File: config.mk
export PLATFORM = sky130hd
export DESIGN_NAME = ssrv_perf_mon
export DESIGN_NICKNAME = d
export VERILOG_FILES = /design/src/rtl/ssrv_perf_mon.sv
export SDC_FILE = /design/constraint.sdc
export NUM_CORES = 1
export LEC_CHECK = 0
export ABC_AREA = 0
export BUFFER_PORTS_ARGS = -buffer_cell sky130_fd_sc_hd__buf_2
export CAP_MARGIN = 20
export CORE_AREA = 2 2 187 189
export CTS_BUF_LIST = sky130_fd_sc_hd__clkbuf_4
export CTS_CLUSTER_SIZE = 16
export DETAILED_ROUTE_END_ITERATION = 7
export DIE_AREA = 0 0 189 191
export MAX_ROUTING_LAYER = met4
export PLACE_DENSITY = 0.74
export RECOVER_POWER = 100
export SLEW_MARGIN = 15
export SYNTH_ARGS = -nofsm -noshare
export SYNTH_HDL_FRONTEND = slang
export SYNTH_SLANG_ARGS = --single-unit
File: constraint.sdc
create_clock -name clk -period 8.4 [get_ports clk]
set_input_delay 0.84 -clock clk [delete_from_list [all_inputs] [get_ports clk]]
set_output_delay 0.84 -clock clk [all_outputs]
set_load 0.02 [all_outputs]
File: src/rtl/ssrv_perf_mon.sv
// Performance monitor beside ssrv_top: counts ticks, retired instructions, jumps,
// data-memory requests and an issue-width histogram over a CSR-delimited window.
module ssrv_perf_mon #(
  parameter int         EXEC_LEN  = 4,
  parameter int         CNT_W     = 32,
  parameter logic [2:0] TRIG_MASK = 3'b111
) (
  input  logic                clk,
  input  logic                rst,
  input  logic [EXEC_LEN-1:0] exec_vld,
  input  logic                jump_vld,
  input  logic                dmem_req,
  input  logic                csr_vld,
  input  logic [11:0]         csr_addr,
  input  logic                clear,
  input  logic [4:0]          rd_sel,
  output logic [CNT_W-1:0]    rd_data,
  output logic                running,
  output logic                done
);

  localparam int PC_W = $clog2(EXEC_LEN + 1);
  // Counter bank order: tick, instr, jump, mem, then hist[0..EXEC_LEN].
  localparam int NCNT = 5 + EXEC_LEN;

  // state  | meaning
  // S_IDLE | waiting for start trigger
  // S_RUN  | window open, counting every cycle
  // S_DONE | window closed, counters frozen until rst/clear
  typedef enum logic [1:0] {
    S_IDLE = 2'd0,
    S_RUN  = 2'd1,
    S_DONE = 2'd2
  } state_t;

  state_t            r_state;
  state_t            w_next;
  logic              w_trig;
  logic [PC_W-1:0]   w_pc;
  logic [CNT_W-1:0]  r_cnt [NCNT];
  logic [CNT_W-1:0]  w_inc [NCNT];
  logic [CNT_W-1:0]  w_sum [NCNT];
  logic [NCNT-1:0]   w_sat;
  logic              r_ovf;
  logic [CNT_W-1:0]  w_rd;

  assign w_trig = csr_vld & ((TRIG_MASK[0] & (csr_addr == 12'hc00)) |
                             (TRIG_MASK[1] & (csr_addr == 12'hc01)) |
                             (TRIG_MASK[2] & (csr_addr == 12'hc80)));

  always_comb begin
    w_pc = '0;
    for (int i = 0; i < EXEC_LEN; i++) w_pc = w_pc + PC_W'(exec_vld[i]);
  end

  always_comb begin
    w_inc[0] = CNT_W'(1);
    w_inc[1] = CNT_W'(w_pc);
    w_inc[2] = CNT_W'(jump_vld);
    w_inc[3] = CNT_W'(dmem_req);
    for (int k = 0; k <= EXEC_LEN; k++) w_inc[4+k] = CNT_W'(w_pc == PC_W'(k));
  end

  // Saturating add: the carry out of a one-bit-wider sum flags the saturation event.
  always_comb begin
    w_sat = '0;
    for (int i = 0; i < NCNT; i++) begin
      {w_sat[i], w_sum[i]} = {1'b0, r_cnt[i]} + {1'b0, w_inc[i]};
      if (w_sat[i]) w_sum[i] = '1;
    end
  end

  always_comb begin
    w_next = r_state;
    case (r_state)
      S_IDLE:  if (w_trig) w_next = S_RUN;
      S_RUN:   if (w_trig) w_next = S_DONE;
      S_DONE:  w_next = S_DONE;
      default: w_next = S_IDLE;
    endcase
  end

  always_comb begin
    w_rd = '0;
    if (rd_sel == 5'd4) w_rd = {{(CNT_W-3){1'b0}}, r_ovf, done, running};
    for (int i = 0; i < NCNT; i++) begin
      if (rd_sel == 5'((i < 4) ? i : i + 1)) w_rd = r_cnt[i];
    end
  end

  always_ff @(posedge clk) begin
    if (rst || clear) begin
      r_state <= S_IDLE;
      running <= 1'b0;
      done    <= 1'b0;
      r_ovf   <= 1'b0;
      rd_data <= '0;
      for (int i = 0; i < NCNT; i++) r_cnt[i] <= '0;
    end else begin
      r_state <= w_next;
      running <= (w_next == S_RUN);
      done    <= (w_next == S_DONE);
      rd_data <= w_rd;
      if (r_state == S_IDLE && w_trig) begin
        r_ovf <= 1'b0;
        for (int i = 0; i < NCNT; i++) r_cnt[i] <= '0;
      end else if (r_state == S_RUN) begin
        if (|w_sat) r_ovf <= 1'b1;
        for (int i = 0; i < NCNT; i++) r_cnt[i] <= w_sum[i];
      end
    end
  end

endmodule

== Word-level counts from Yosys, hierarchy flattened ==
Memories as Yosys holds them, arrays and structs flattened.
Index checks and enable logic that the tools add are counted.
Storage, ports and cells
  register bits: 37
  memory bits (writable): 288
  memories: 1
Operators by class
  add/sub/neg operators: 12
  eq/ne operators: 20
  mux-type cells: 49
  bitwise logic cells: 21
  reductions and logical operators: 8
Memories
  r_cnt: words 9, width 32, read ports 9, clocked after Yosys merged registers in 0, wr ports 9, line 40  | logic [CNT_W-1:0] r_cnt [NCNT];
Operators by type and width (count)
  $mux 32: 36
  $add 32x1->33: 7
  $eq 12x12->1 const B: 3
  $add 32x1->33 const B: 1
  $add 32x3->33: 1
  $eq 5x3->1 const B: 4
  $or 1x1->1: 20
  $eq 5x2->1 const B: 2
  $eq 5x4->1 const B: 2
  $mux 1: 9
  $reduce_or 9->1: 1
  $eq 3x2->1 const B: 2
  $pmux 2 s3: 1
  $eq 5x1->1 const B: 1
  $logic_not 5->1: 1
  $eq 2x1->1 const B: 2
  $eq 2x2->1 const B: 2
  $mux 2: 2
  $add 2x1->3: 1
  $add 3x1->3: 1
  $eq 3x1->1 const B: 1
  $eq 3x3->1 const B: 1
  $logic_not 3->1: 1
  $mux 3: 1
  other kinds (7): 7

== Logic depth before layout (Yosys ltp) ==
  depth after elaboration: 11
  depth in mapped cells: 17
  gate-level depth less buffers: 15

== Least setup slack after synthesis ==
Ideal clock, no wire load.
  path type: input-to-reg
  from: input csr_addr[10]
  to: memory r_cnt[0][0], enable pin
  setup time: 0.663 ns
  data arrival time: 7.638 ns
  data required time: 7.737 ns
  setup slack: 0.099 ns
  stages on the path: 5
  cell sequence: nand2_1 -> a2111oi_0 -> nand3_1 -> a21o_1 -> nand2_1
RTL lines
  start, declared: line 14  | input logic [11:0] csr_addr,
  end, declared: line 40

==> impl_metrics.py <==
metrics = {
    "setup_path": {
        "slowest_delay_ns": 3.18,
        "crit_end": "r_cnt[0][186]",
        "crit_start": "rst",
        "cpMaxStageDelayCell": "clkbuf_2",
        "worstPathArrival_ns": 6.16,
        "r2r_end": "r_cnt[0][186]",
        "critPathKind": "in -> reg",
        "required_ns": 8.69,
        "cp-end-kind": "flip-flop",
        "start_kind": "input port",
        "rr_startpoint": "r_state[1]",
        "reg2reg_slack_ns": 2.94,
        "crit_chain": "buf_2 -> or2_2 -> or3_4 -> clkbuf_2 -> nor3_1",
        "worstPathMaxFanout": 223,
        "worst-r2r-cell-count": 3,
    },
    "cts": {
        "htreeDepth": 3,
        "clock_path_buffers": 3,
        "root_buffer": "clkbuf_4",
        "clkLatencyLatePin_ns": 0.75,
        "cts_tree": "yes",
        "cts_setup_buffers": 0,
        "cts-resized-gates": 0,
        "clock-sinks": 325,
        "cts_buffers": 85,
        "hold_buffers": 0,
        "cts.reportedPaths.clkPinSlew_ns": 0.06,
    },
    "logic_synthesis": {
        "synthesis.nets": 1880,
        "synth-main-ff-cell": "edfxtp_1",
        "yosysMostFrequentCell": "edfxtp_1",
        "netlist_area_um2": 18600,
        "synth_top_area_cell": "edfxtp_1",
        "yosys-top-cells-area": "edfxtp_1 47%, a21oi_1 6.6%, xor2_1 5.7%",
        "syn_avg_cell_area_um2": 10.2,
        "syn_inst": 1830,
        "synth-seq-cells": 325,
        "synthArstFlopShare_pct": 0,
        "synth_edf_count": 288,
        "synthTopCellsByCount": "288 x edfxtp_1, 246 x a21oi_1, 131 x nor2_1",
        "yosysUniqueCellTypes": 60,
        "netlist.area_leader.share_pct": 46.5,
        "ys_seq_area_share_pct": 50.5,
        "synth_warnings": 0,
    },
    "drt": {
        "ant_nets": 0,
        "totalWireLength_um": 54800,
        "vias": 15952,
        "wire_per_inst_um": 22.7,
        "drc": 0,
        "dr.first_iter.drc_count": 2616,
        "dr.pass1.iters": 7,
        "drt-vias-per-instance": 6.61,
    },
    "timing": {
        "tightest_slew_ns": 4.98,
        "fmax_ghz": 0.170,
        "maxSlewViolCount": 338,
        "tns_ns": 0,
        "finalCritPeriodShare_pct": 69.9,
        "fin_crit_ns": 5.87,
        "hold_violations": 0,
        "slew_headroom_pct": -232,
        "clock_skew_ns": 0.0280,
        "report.final.setup_viol": 0,
        "rsz0062_at_grt": "false",
    },
    "layout": {
        "nets": 1943,
        "area_delta_synth_final_pct": 8.84,
        "layout-drive-gt1-share_pct": 9.86,
    },
    "die": {
        "die_y_um": 191,
        "initial_core_util_pct": 54.5,
        "pin_count": 61,
        "core_um2": 34100,
        "die_w_um": 189,
        "die_area_um2": 36100,
        "rows": 68,
    },
    "power_and_ir_drop": {
        "power_leakage_nw": 6.81,
        "finalPower_w": 0.00350,
        "p_per_area_nw_per_um2": 173,
        "ir_drop_v": 0.0000845,
    },
    "status": {
        "failed_checks": "max-capacitance violations, max-slew violations",
        "status": "finished with violations",
    },
    "placement": {
        "gp_congestion": 0.970,
        "port_buffers": 60,
        "place.detailed.hpwl_um": 37000,
    },
    "global_routing": {
        "grt-ovfl-total": 0,
        "antenna_found_initial": 1,
        "grt_pass1_vias": 14406,
        "track_usage_pct": 30.8,
        "grt_max_degree": 224,
        "grt_pass1_wl_um": 82900,
    },
    "hold_path": {
        "holdCritPathClass": "in -> reg",
    },
    "flow_run": {
        "cap_viol_max_count": 4,
    },
}
[placed cells by master (no fill, tap or decap), types with 15 or more instances in the layout]
cell type and count:
nand3_1 122, a21oi_1 246, edfxtp_1 288, a221oi_1 36, and4_1 22, xnor2_1 96, clkinv_1 15, and3_1 63
a22oi_1 53, a222oi_1 28, nand4_1 77, dfxtp_1 37, clkbuf_4 130, nand2_1 115, inv_1 39, ha_1 21
clkbuf_1 39, nor3_1 50, a31oi_1 16, nor2_1 130, xor2_1 120, buf_2 26
[through the flow]
step                worst slack (ns)  std cells  area (um^2)  hold WS (ns)  util, %
global placement                3.34       2258        19200         0.586     56.3
detailed placement              3.15       2259        19200         0.606     56.3
finish                          2.53       2414        20200         0.531     59.3
global route                    2.32       2414        20200         0.553     59.3
CTS                             3.90       2411        20300         0.519     59.5
floorplan                     0.0986       1830        18600         0.495        -
[worst min-delay path by stage]
stage	start	endpoint	slack, ns	cells after the start
2_1_floorplan	r_cnt[0][256]	rd_data[0]	0.49	1
3_3_place_gp	r_cnt[0][256]	rd_data[0]	0.59	1
3_5_place_dp	r_cnt[0][256]	rd_data[0]	0.61	1
4_1_cts	rst	rd_data[1]	0.52	4
5_1_grt	rst	rd_data[2]	0.55	4
6_report	rst	rd_data[2]	0.53	4
[kinds of logic (layout without fill, tap and decap cells)]
family	after synthesis	in the layout	share of synthesized area (%)
buf+inv	141	269	3.02
xor+xnor	216	216	10.2
other cells	0	1	0
compound gates	450	450	15.6
flops	325	325	50.5
fa+ha+maj	23	23	1.63
simple gates	665	665	18.6
mux	10	10	0.538
[critical path, delay by kind of cell]
kind / cells / cell delay [ns]
buffers and inverters: 2 / 3.26
AND/OR/NAND/NOR: 3 / 1.49
[layout make-up]
class / instances / area (um^2)
Fill cell: 2895 / 13900
Sequential cell: 325 / 9390
Multi-Input combinational cell: 1364 / 8650
Clock buffer: 130 / 976
Tap cell: 455 / 569
Timing Repair Buffer: 78 / 388
Inverter: 39 / 146
Clock inverter: 22 / 111
Antenna cell: 1 / 2.50
[registers in the layout, indices dropped and copies added, names as in the netlist]
signal and count:
r_cnt 288, rd_data 32, r_state 2, done 1, r_ovf 1, running 1
[power breakdown]
| group | internal, W | total (W) | switching, W |
|---|---|---|---|
| Sequential | 0.00182 | 0.00191 | 0.0000947 |
| Combinational | 0.0000595 | 0.000162 | 0.000102 |
| Clock | 0.000734 | 0.00142 | 0.000691 |
[layer usage]
layer,up-vias,GRT usage (%),wire (um)
met2,1009,44.3,24100
li1,7184,-,-
met5,-,-,0
met4,0,17.0,3080
met1,7596,40.9,21300
met3,163,6.08,6400
(Power assumes the default switching activity.)
